## src/rtl/cpu_ctrl_pkg.sv

```systemverilog
// Shared constants for the hardwired control sequencer: IR field layout, opcodes,
// ALU op codes, FSM state encoding and instruction classification.
package cpu_ctrl_pkg;

  localparam int unsigned IR_W    = 32;
  localparam int unsigned OP_W    = 5;
  localparam int unsigned NREG    = 16;
  localparam int unsigned RegIdxW = 4;

  localparam int unsigned OpcMsb = 31;
  localparam int unsigned OpcLsb = 27;
  localparam int unsigned RaMsb  = 26;
  localparam int unsigned RaLsb  = 23;
  localparam int unsigned RbMsb  = 22;
  localparam int unsigned RbLsb  = 19;
  localparam int unsigned RcMsb  = 18;
  localparam int unsigned RcLsb  = 15;

  typedef logic [OP_W-1:0] opcode_t;

  localparam opcode_t OpAnd  = 5'b00001;
  localparam opcode_t OpOr   = 5'b00010;
  localparam opcode_t OpAdd  = 5'b00011;
  localparam opcode_t OpSub  = 5'b00100;
  localparam opcode_t OpShr  = 5'b00101;
  localparam opcode_t OpShl  = 5'b00110;
  localparam opcode_t OpRor  = 5'b00111;
  localparam opcode_t OpRol  = 5'b01000;
  localparam opcode_t OpAddi = 5'b01001;
  localparam opcode_t OpAndi = 5'b01010;
  localparam opcode_t OpOri  = 5'b01011;
  localparam opcode_t OpMul  = 5'b01100;
  localparam opcode_t OpDiv  = 5'b01101;
  localparam opcode_t OpNeg  = 5'b01110;
  localparam opcode_t OpNot  = 5'b01111;
  localparam opcode_t OpNop  = 5'b10000;
  localparam opcode_t OpHalt = 5'b10001;

  localparam opcode_t AluNone = 5'b00000;
  localparam opcode_t AluAnd  = 5'b00001;
  localparam opcode_t AluOr   = 5'b00010;
  localparam opcode_t AluAdd  = 5'b00011;

  typedef enum logic [3:0] {
    StReset, StIdle, StT0, StT1, StT2, StT3, StT4, StT5, StT6, StHalted
  } state_t;

  typedef enum logic [2:0] {
    ClsRtype, ClsImm, ClsMulDiv, ClsUnary, ClsNop, ClsHalt, ClsUndef
  } insn_cls_e;

  function automatic insn_cls_e classify(opcode_t opc);
    case (opc)
      OpAnd, OpOr, OpAdd, OpSub, OpShr, OpShl, OpRor, OpRol: return ClsRtype;
      OpAddi, OpAndi, OpOri:                                 return ClsImm;
      OpMul, OpDiv:                                          return ClsMulDiv;
      OpNeg, OpNot:                                          return ClsUnary;
      OpNop:                                                 return ClsNop;
      OpHalt:                                                return ClsHalt;
      default:                                               return ClsUndef;
    endcase
  endfunction

  // Immediate forms reuse the register-form ALU codes; everything else passes through.
  function automatic opcode_t alu_op(opcode_t opc);
    case (opc)
      OpAddi:  return AluAdd;
      OpAndi:  return AluAnd;
      OpOri:   return AluOr;
      default: return opc;
    endcase
  endfunction

endpackage

```

## src/rtl/control_sequencer_if.sv

```systemverilog
// Control bundle between the sequencer (master) and data_path (slave).
interface control_sequencer_if
  import cpu_ctrl_pkg::*;
();

  logic [IR_W-1:0] ir;
  logic            Stop;
  logic [OP_W-1:0] op;
  logic [NREG-1:0] Rout_sel;
  logic [NREG-1:0] Rin_sel;
  logic PCout, PCin, IncPC, MARin, Read, MDRin, MDRout, IRin, Yin, Cout;
  logic Zlowin, ZHighin, Zlowout, Zhighout, HIin, LOin;
  logic Run, Illegal;

  modport master (
    input  ir, Stop,
    output op, Rout_sel, Rin_sel,
    output PCout, PCin, IncPC, MARin, Read, MDRin, MDRout, IRin, Yin, Cout,
    output Zlowin, ZHighin, Zlowout, Zhighout, HIin, LOin, Run, Illegal
  );

  modport slave (
    output ir, Stop,
    input  op, Rout_sel, Rin_sel,
    input  PCout, PCin, IncPC, MARin, Read, MDRin, MDRout, IRin, Yin, Cout,
    input  Zlowin, ZHighin, Zlowout, Zhighout, HIin, LOin, Run, Illegal
  );

endinterface

```

## src/rtl/reg_sel_decoder.sv

```systemverilog
// 4-to-16 one-hot register select decoder with enable; all zeros when disabled.
module reg_sel_decoder
  import cpu_ctrl_pkg::*;
(
  input  logic               en_i,
  input  logic [RegIdxW-1:0] idx_i,
  output logic [NREG-1:0]    sel_o
);

  always_comb begin
    sel_o = '0;
    if (en_i) sel_o[idx_i] = 1'b1;
  end

endmodule

```

## src/rtl/control_sequencer.sv

```systemverilog
// Hardwired fetch/decode/execute sequencer driving data_path control strobes.
// Outputs are Moore decodes of the state register and the IR fields.
module control_sequencer
  import cpu_ctrl_pkg::*;
(
  input logic                 Clock,
  input logic                 clear,
  control_sequencer_if.master bus
);

  state_t             state_q, state_d, fetch_st;
  opcode_t            opc;
  logic [RegIdxW-1:0] ra, rb, rc;
  insn_cls_e          cls;
  logic               exec, muldiv;
  logic               rout_en, rin_en;
  logic [RegIdxW-1:0] rout_idx;
  logic               unused_ir;

  assign opc       = bus.ir[OpcMsb:OpcLsb];
  assign ra        = bus.ir[RaMsb:RaLsb];
  assign rb        = bus.ir[RbMsb:RbLsb];
  assign rc        = bus.ir[RcMsb:RcLsb];
  assign unused_ir = ^bus.ir[RcLsb-1:0];
  assign cls       = classify(opc);
  assign exec      = cls inside {ClsRtype, ClsImm, ClsMulDiv, ClsUnary};
  assign muldiv    = (cls == ClsMulDiv);
  // Every return to fetch is a Stop decision point.
  assign fetch_st  = bus.Stop ? StIdle : StT0;

  always_comb begin
    state_d = state_q;
    unique case (state_q)
      StReset:  state_d = fetch_st;
      StIdle:   if (!bus.Stop) state_d = StT0;
      StT0:     state_d = StT1;
      StT1:     state_d = StT2;
      StT2:     state_d = StT3;
      StT3: begin
        if (exec)                state_d = StT4;
        else if (cls == ClsHalt) state_d = StHalted;
        else                     state_d = fetch_st;
      end
      StT4:     state_d = StT5;
      StT5:     state_d = muldiv ? StT6 : fetch_st;
      StT6:     state_d = fetch_st;
      StHalted: state_d = StHalted;
      default:  state_d = StReset;
    endcase
  end

  always_ff @(posedge Clock or negedge clear) begin
    if (!clear) state_q <= StReset;
    else        state_q <= state_d;
  end

  always_comb begin
    bus.op      = AluNone;
    bus.PCout   = 1'b0;
    bus.PCin    = 1'b0;
    bus.IncPC   = 1'b0;
    bus.MARin   = 1'b0;
    bus.Read    = 1'b0;
    bus.MDRin   = 1'b0;
    bus.MDRout  = 1'b0;
    bus.IRin    = 1'b0;
    bus.Yin     = 1'b0;
    bus.Cout    = 1'b0;
    bus.Zlowin  = 1'b0;
    bus.ZHighin = 1'b0;
    bus.Zlowout = 1'b0;
    bus.Zhighout = 1'b0;
    bus.HIin    = 1'b0;
    bus.LOin    = 1'b0;
    bus.Run     = 1'b0;
    bus.Illegal = 1'b0;
    rout_en     = 1'b0;
    rout_idx    = rb;
    rin_en      = 1'b0;
    unique case (state_q)
      StT0: begin
        bus.Run    = 1'b1;
        bus.PCout  = 1'b1;
        bus.MARin  = 1'b1;
        bus.IncPC  = 1'b1;
        bus.Zlowin = 1'b1;
      end
      StT1: begin
        bus.Run     = 1'b1;
        bus.Zlowout = 1'b1;
        bus.PCin    = 1'b1;
        bus.Read    = 1'b1;
        bus.MDRin   = 1'b1;
      end
      StT2: begin
        bus.Run    = 1'b1;
        bus.MDRout = 1'b1;
        bus.IRin   = 1'b1;
      end
      StT3: begin
        bus.Run     = 1'b1;
        rout_en     = exec;
        bus.Yin     = exec;
        bus.Illegal = (cls == ClsUndef);
      end
      StT4: begin
        bus.Run     = 1'b1;
        bus.op      = alu_op(opc);
        bus.Zlowin  = 1'b1;
        bus.ZHighin = muldiv;
        if (cls == ClsImm) begin
          bus.Cout = 1'b1;
        end else begin
          rout_en  = 1'b1;
          rout_idx = (cls == ClsUnary) ? rb : rc;
        end
      end
      StT5: begin
        bus.Run     = 1'b1;
        bus.Zlowout = 1'b1;
        bus.LOin    = muldiv;
        rin_en      = !muldiv;
      end
      StT6: begin
        bus.Run      = 1'b1;
        bus.Zhighout = 1'b1;
        bus.HIin     = 1'b1;
      end
      default: ;
    endcase
  end

  reg_sel_decoder u_rout_dec (
    .en_i  (rout_en),
    .idx_i (rout_idx),
    .sel_o (bus.Rout_sel)
  );

  reg_sel_decoder u_rin_dec (
    .en_i  (rin_en),
    .idx_i (ra),
    .sel_o (bus.Rin_sel)
  );

  bus_drv_onehot_a: assert property (@(posedge Clock) disable iff (!clear)
      $onehot0({bus.PCout, bus.Zlowout, bus.Zhighout, bus.MDRout, bus.Cout, |bus.Rout_sel})
      && $onehot0(bus.Rout_sel));

endmodule

```

## src/flat_wrapper.sv

```systemverilog
// flat-port wrapper written by rule: the top's interface ports become plain ports
module control_sequencer_flat import cpu_ctrl_pkg::*;
  (Clock, clear, bus_ir, bus_Stop, bus_op, bus_Rout_sel, bus_Rin_sel, bus_PCout, bus_PCin, bus_IncPC, bus_MARin, bus_Read, bus_MDRin, bus_MDRout, bus_IRin, bus_Yin, bus_Cout, bus_Zlowin, bus_ZHighin, bus_Zlowout, bus_Zhighout, bus_HIin, bus_LOin, bus_Run, bus_Illegal);
  control_sequencer_if bus_i ();
  input logic Clock;
  input logic clear;
  input wire logic [$bits(bus_i.ir)-1:0] bus_ir;
  input wire logic [$bits(bus_i.Stop)-1:0] bus_Stop;
  output wire logic [$bits(bus_i.op)-1:0] bus_op;
  output wire logic [$bits(bus_i.Rout_sel)-1:0] bus_Rout_sel;
  output wire logic [$bits(bus_i.Rin_sel)-1:0] bus_Rin_sel;
  output wire logic [$bits(bus_i.PCout)-1:0] bus_PCout;
  output wire logic [$bits(bus_i.PCin)-1:0] bus_PCin;
  output wire logic [$bits(bus_i.IncPC)-1:0] bus_IncPC;
  output wire logic [$bits(bus_i.MARin)-1:0] bus_MARin;
  output wire logic [$bits(bus_i.Read)-1:0] bus_Read;
  output wire logic [$bits(bus_i.MDRin)-1:0] bus_MDRin;
  output wire logic [$bits(bus_i.MDRout)-1:0] bus_MDRout;
  output wire logic [$bits(bus_i.IRin)-1:0] bus_IRin;
  output wire logic [$bits(bus_i.Yin)-1:0] bus_Yin;
  output wire logic [$bits(bus_i.Cout)-1:0] bus_Cout;
  output wire logic [$bits(bus_i.Zlowin)-1:0] bus_Zlowin;
  output wire logic [$bits(bus_i.ZHighin)-1:0] bus_ZHighin;
  output wire logic [$bits(bus_i.Zlowout)-1:0] bus_Zlowout;
  output wire logic [$bits(bus_i.Zhighout)-1:0] bus_Zhighout;
  output wire logic [$bits(bus_i.HIin)-1:0] bus_HIin;
  output wire logic [$bits(bus_i.LOin)-1:0] bus_LOin;
  output wire logic [$bits(bus_i.Run)-1:0] bus_Run;
  output wire logic [$bits(bus_i.Illegal)-1:0] bus_Illegal;
  assign bus_i.ir = bus_ir;
  assign bus_i.Stop = bus_Stop;
  assign bus_op = bus_i.op;
  assign bus_Rout_sel = bus_i.Rout_sel;
  assign bus_Rin_sel = bus_i.Rin_sel;
  assign bus_PCout = bus_i.PCout;
  assign bus_PCin = bus_i.PCin;
  assign bus_IncPC = bus_i.IncPC;
  assign bus_MARin = bus_i.MARin;
  assign bus_Read = bus_i.Read;
  assign bus_MDRin = bus_i.MDRin;
  assign bus_MDRout = bus_i.MDRout;
  assign bus_IRin = bus_i.IRin;
  assign bus_Yin = bus_i.Yin;
  assign bus_Cout = bus_i.Cout;
  assign bus_Zlowin = bus_i.Zlowin;
  assign bus_ZHighin = bus_i.ZHighin;
  assign bus_Zlowout = bus_i.Zlowout;
  assign bus_Zhighout = bus_i.Zhighout;
  assign bus_HIin = bus_i.HIin;
  assign bus_LOin = bus_i.LOin;
  assign bus_Run = bus_i.Run;
  assign bus_Illegal = bus_i.Illegal;
  control_sequencer u_core (.Clock(Clock), .clear(clear), .bus(bus_i));
endmodule
```

## config.mk

```make
export PLATFORM = sky130hd
export DESIGN_NAME = control_sequencer_flat
export DESIGN_NICKNAME = d
export VERILOG_FILES = /design/src/rtl/cpu_ctrl_pkg.sv /design/src/rtl/control_sequencer_if.sv /design/src/rtl/reg_sel_decoder.sv /design/src/rtl/control_sequencer.sv /design/src/flat_wrapper.sv
export SDC_FILE = /design/constraint.sdc
export NUM_CORES = 1
export LEC_CHECK = 0
export ABC_CLOCK_PERIOD_IN_PS = 1900
export CAP_MARGIN = 0
export CORE_MARGIN = 4
export CORE_UTILIZATION = 28
export CTS_CLUSTER_DIAMETER = 50
export DETAILED_ROUTE_END_ITERATION = 6
export MAX_ROUTING_LAYER = met4
export PLACE_DENSITY_LB_ADDON = 0.2
export SYNTH_ARGS = -nofsm -noshare
export SYNTH_HDL_FRONTEND = slang
export SYNTH_SLANG_ARGS = --single-unit
export TNS_END_PERCENT = 5
```

## constraint.sdc

```tcl
create_clock -name Clock -period 1.9 [get_ports Clock]
set_input_delay 0.285 -clock Clock [delete_from_list [all_inputs] [get_ports Clock]]
set_output_delay 0.285 -clock Clock [all_outputs]
set_load 0.01 [all_outputs]
```

Yosys cells after proc, flatten, opt, wreduce, memory -nomap -nowiden
Memory sizes are Yosys's and may differ from the RTL's.
Index checks and enable logic that the tools add are counted.
- order comparisons: 4
- mux-type cells: 33
- reduce and logical (&&, ||, !) cells: 10
- equality and inequality tests: 18
- operators with widths (cell ; number):
    $pmux 4 s9 ; 1
    $mux 16 ; 2
    $mux 4 ; 7
    $mux 1 ; 17
    $eq 4x3->1 const B ; 4
    $eq 5x4->1 const B ; 3
    $pmux 5 s3 ; 1
    $lt 4x5->1 const B ; 2
    $demux 1 s4 ; 2
    $eq 4x2->1 const B ; 2
    $eq 4x4->1 const B ; 2
    $ge 4x1->1 const B ; 2
    $reduce_or 7->1 ; 1
    $eq 3x2->1 const B ; 2
    $eq 3x3->1 const B ; 2
    $reduce_or 2->1 ; 3
    $mux 5 ; 1
    $eq 4x1->1 const B ; 1
    $logic_not 4->1 ; 1
    $reduce_bool 4->1 ; 1
    $eq 3x1->1 const B ; 1
    $logic_not 3->1 ; 1
    $logic_and 1x1->1 ; 2
    $mux 2 ; 1
    other kinds (3) ; 3
- word-level logic and storage cells: 67
- bits of input ports: 35
- memories kept: 1
- bits in read-only memories: 96
- output and inout bits: 55
- bits in registers: 4
- memory list (name ; depth ; width ; read ports ; clocked after Yosys merged registers in ; wr ports ; line ; RTL):
    (no name shown) ; 32 ; 3 ; 1 ; 0 ; 0 ; cpu_ctrl_pkg.sv:53 ; case (opc)

Logic depth before layout (Yosys ltp)
An unclocked memory read counts as a cell.
- depth after elaboration: 10
- mapped depth: 6
- gate-level depth less buffers: 4

Modules after synthesis
Synthesis repeated with hierarchy kept, for this count alone.
- cell total of the unflattened synthesis: 141
- area total of the unflattened synthesis: 912.1 µm²
- modules (own cells, without submodules) (module ; area an instance (µm²) ; times used ; cells an instance):
    control_sequencer ; 674.4 ; 1 ; 95
    reg_sel_decoder at u_core.u_rin_dec ; 120.1 ; 1 ; 23
    reg_sel_decoder at u_core.u_rout_dec ; 117.6 ; 1 ; 23

Worst setup path before layout
OpenSTA, ideal clock, no wires.
- path type: reg-to-output
- start point: register u_core.state_q[3]
- end point: output bus_Rout_sel[0]
- slack: -123 ps
- stages on the path, launching flop included: 5
- path buffers: 0
- data required time: 1615 ps
- arrival time: 1738 ps
- cell sequence: dfrtp_1 nand2b_4 or2_1 or4_4 a221oi_1
- cells in the longest elaborated chain, start to end: 7
- elaborated cells on any way between the ends: 10
- those cells by class: order compare: 2; eq/ne: 2; mux: 5; reduce/logical: 1
- ends and longest elaborated chain (element ; line ; RTL):
    from (decl) ; control_sequencer.sv:11 ; state_t state_q, state_d, fetch_st;
    from (signal assigned) ; control_sequencer.sv:53 ; if (!clear) state_q <= StReset;
    from (signal assigned) ; control_sequencer.sv:54 ; else state_q <= state_d;
    $eq 4x3->1 ; control_sequencer.sv:80 ; unique case (state_q)
    $mux 4 ; control_sequencer.sv:80 ;
    $lt 4x5->1 (not written as such) / $ge 4x1->1 (equally long branches) ; reg_sel_decoder.sv:12 ; if (en_i) sel_o[idx_i] = 1'b1;
    $logic_and 1x1->1 (not written as such) ; reg_sel_decoder.sv:12 ;
    $mux 1 (not written as such) ; reg_sel_decoder.sv:12 ;
    $demux 1 s4 ; reg_sel_decoder.sv:12 ;
    $mux 16 * ; reg_sel_decoder.sv:12 ;
    to (decl) ; flat_wrapper.sv:10 ; output wire logic [$bits(bus_i.Rout_sel)-1:0] bus_Rout_sel;
Mark *: on every way between the ends. The rest lies on a longest branch, timed or not.

Final worst setup path
- start point: register u_core.state_q[3]
- end point: output bus_Rout_sel[8]
The elaborated chain is that of the path after synthesis.

==> summary.txt <==
Outcome
  – Run status: finished with violations
  – Failing checks: negative setup slack

GRT
  – GR Overflow Total: 0
  – Initial antenna violation count: 0
  – Total GRT Usage: between 20% and 30%
  – First-pass GRT wire length: 7465 um
  – Largest net degree at the start of global routing: 15
  – Vias in the first global route: 1646

Clock network
  – # hold bufs at CTS: 0
  – Insertion delay of the later-clocked pin in the worst-skew pair: 230 ps
  – Worst-path clk slew: around 40 ps
  – Cts bufs inserted: 3
  – CTS tree: done
  – Clock buffer depth: 2
  – CTS sink count: 4
  – H-tree depth: 1
  – Clock Tree Root: clkbuf_4

Pwr
  – PwrDens: 844.6 nW/um2
  – Cell-internal power: 964.0 uW
  – Peak supply drop: 678.3 uV
  – Tot Pwr: 1862 uW
  – Sw frac: 48.23%
  – Clock Power Share: around 5.5%
  – P_leak: 0.0009546 uW
  – Flop pwr share: under 10%
  – Logic pwr share: 86.4%
  – Switching power: 898.0 uW

Worst setup path
  – RR Endpoint: u_core.state_q[1]
  – FF-to-FF Start: u_core.state_q[1]
  – Critical Path RT: 1620 ps
  – CP Buf/Inv Count: 4
  – CP delay by family, top: buffers and inverters
  – CP most frequent cell: buf_6
  – Worst reg2reg path depth: 6
  – Worst setup SP type: flip-flop
  – Slowest stage delay, CP: around 380 ps
  – Critical Path AT: 2020 ps
  – Element type at the critical path end: output pin
  – Cell breakdown of the critical path: nand2b_4, buf_6, nor2_4, buf_6, nand4b_1, buf_4, a221oi_2, buf_2
  – Worst Path Max Fanout: 8
  – Flop2flop setup slack: 430 ps
  – Worst Setup Path Type: flip-flop to output pin
  – CP max-delay cell: dfrtp_1

Drt
  – DR iter-0 viols: 108
  – Vias/cell: about 5.4
  – Detailed-route DRC error count: 0
  – ANT nets after route: 0
  – Vias: 1649
  – Final WL: 4902 um
  – 1st-pass router iterations: 4
  – Wirelength per Cell: about 16 um

Logic synthesis
  – Xor/xnor cell area share of the yosys netlist: 0.8940%
  – Synth top area share: 14.30%
  – Main flop type after synthesis: dfrtp_1
  – Post-Synthesis Cells: 143
  – YS warnings: 0
  – Synth Area in Compound Gates: about a third
  – Count of cell types in the netlist: 42
  – Post-synth top cells: nor2_1, a221oi_1, nor3_1, o21ai_0, nor2b_1
  – Yosys top cell by area: a221oi_1
  – Synth Area in Simple Gates: 47.77%
  – Avg Cell Area, Syn: slightly below 7 um2
  – Main combinational cell family by area after synthesis: simple AND/OR/NAND/NOR gates
  – Synth Area in Adders: 0%
  – Flip-flop and latch count after synthesis: 4
  – Number of enable flip-flop cells after synthesis: 0
  – Mux contribution to synthesized area: 0%
  – Register area share after synthesis: 10.22%
  – Most common cell in the netlist: nor2_1
  – Synth area leaders: a221oi_1, dfrtp_1, nor2_1
  – Synth Net Count: 178
  – Synth async-reset ratio: 100.0%
  – Mapped cell area: roughly 1000 um2

Finish
  – Fraction of layout cells with a size suffix above 1: 53.88%
  – Biggest register: u_core.state_q
  – Layout Nets: 295
  – Final std cells w/o fill: 304
  – Top Registers: u_core.state_q (4)
  – Largest register FFs: 4
  – Antenna cells: 0
  – Area delta synth->final: 125.0%

STA
  – Final setup viols: 33
  – Min Clock Period, post-route: 2300 ps
  – Final hold violation count: 0
  – Tcrit/Tclk final: 121.1%
  – Final WS setup: -400.0 ps
  – Post-Route Skew: between 0.8 and 0.9 ps
  – Unrepaired setup endpoints after global routing: true
  – Worst slew margin: between 60% and 70%
  – Worst-Margin Slew: 537.7 ps
  – Fmax: 434.8 MHz
  – Slew Viols, Final: 0

Placement
  – Final RePlAce weighted congestion: between 0.8 and 0.9
  – PortBufs: 74
  – Number of instances in the placed design: 284
  – Detailed Place HPWL: 3397 um

Die
  – Die height: 67.15 um
  – I/O pins: 90
  – Initial core utilization: around 29%
  – Row Count: 21
  – Die Width: around 67 um
  – Core area: 3363 um2
  – Die area: 4509 um2

Min path
  – Hold Path Class: input pin to async pin

Job
  – Max-Cap Viols: 0
-- worst max path at each step --
stage	from	depth (start not counted)	end	slack (ps)
floorplan	u_core.state_q[3]	4	bus_Rout_sel[0]	-60
global placement	bus_ir[28]	7	bus_Rout_sel[7]	-950
detailed placement	bus_ir[28]	7	bus_Rout_sel[13]	-980
CTS	u_core.state_q[0]	5	bus_Rout_sel[1]	-310
global route	u_core.state_q[0]	8	bus_Rout_sel[8]	-500
finish	u_core.state_q[3]	8	bus_Rout_sel[8]	-400
-- timing repair --
| action | in CTS | in global routing |
|---|---|---|
| endpoints found under the setup margin | 53 | 47 |
| pin swaps | 20 | 11 |
| resized for setup | 212 | 22 |
| buffers inserted | 13 | 4 |
-- layer usage --
metal,track usage (%),vias up,part of all wire [%]
li1,-,793,-
met1,24.57,779,38
met2,38.53,71,54
met3,2.329,6,5.9
met4,5.570,0,1.3
met5,-,-,0
-- cell type report --
cell class	count	area, um2
multi-input cells	125	1039
inverters	1	3.754
repair buffers	125	982.2
fillers	310	1159
well taps	46	57.56
flip-flops and latches	4	100.1
clock buffers	3	22.52
-- logic make-up (layout without fill, tap and decap cells) --
kind of cell              count (synthesis)  in the layout
AOI/OAI and AO/OA                        44             44
xor gates and xnor gates                  1              1
buffers and inverters                    14            129
DFF                                       4              4
and+or+nand+nor                          80             80
-- layout by cell type, fill, tap and decap left out, types with 3 or more instances in the layout --
master | synthesis | layout
o21ai_0 | 11 | 5
clkbuf_4 | 0 | 3
nor2b_1 | 8 | 6
o21ai_2 | 0 | 3
o21ai_1 | 0 | 3
nor2_1 | 26 | 25
buf_2 | 3 | 32
nor3_1 | 11 | 6
and2_1 | 3 | 3
nand4b_1 | 4 | 4
nand2_1 | 5 | 5
a21oi_1 | 4 | 4
clkdlybuf4s50_1 | 0 | 15
a221oi_2 | 0 | 12
dfrtp_1 | 4 | 4
buf_6 | 0 | 8
buf_4 | 6 | 44
a221oi_1 | 16 | 3
clkdlybuf4s15_1 | 0 | 4
nor3_2 | 0 | 4
nand2b_1 | 4 | 3
clkdlybuf4s15_2 | 0 | 9
dlygate4sd2_1 | 0 | 10
-- power by group through the flow --
stage	sequential, uW	combinational, uW	clock (uW)
floorplan	155	683	0
global placement	143	1280	0
detailed placement	147	1310	0
CTS	152	1470	109
global route	154	1720	117
finish	151	1610	101
-- stage by stage --
stage / hold slack (ps) / setup slack, ps / cell area, um2 / util, % / TNS, ps
finish: 250.5 / -400.0 / 2205 / 65.55 / -7073
CTS: 244.9 / -309.7 / 2107 / 62.65 / -6926
detailed placement: 494.2 / -983.5 / 2007 / 59.67 / -31170
global route: 245.1 / -503.1 / 2205 / 65.55 / -10570
global placement: 488.1 / -948.4 / 2007 / 59.67 / -30060
floorplan: -10.59 / -59.83 / 1028 / - / -827.9
No activity file was read; power rests on OpenSTA's default activity.
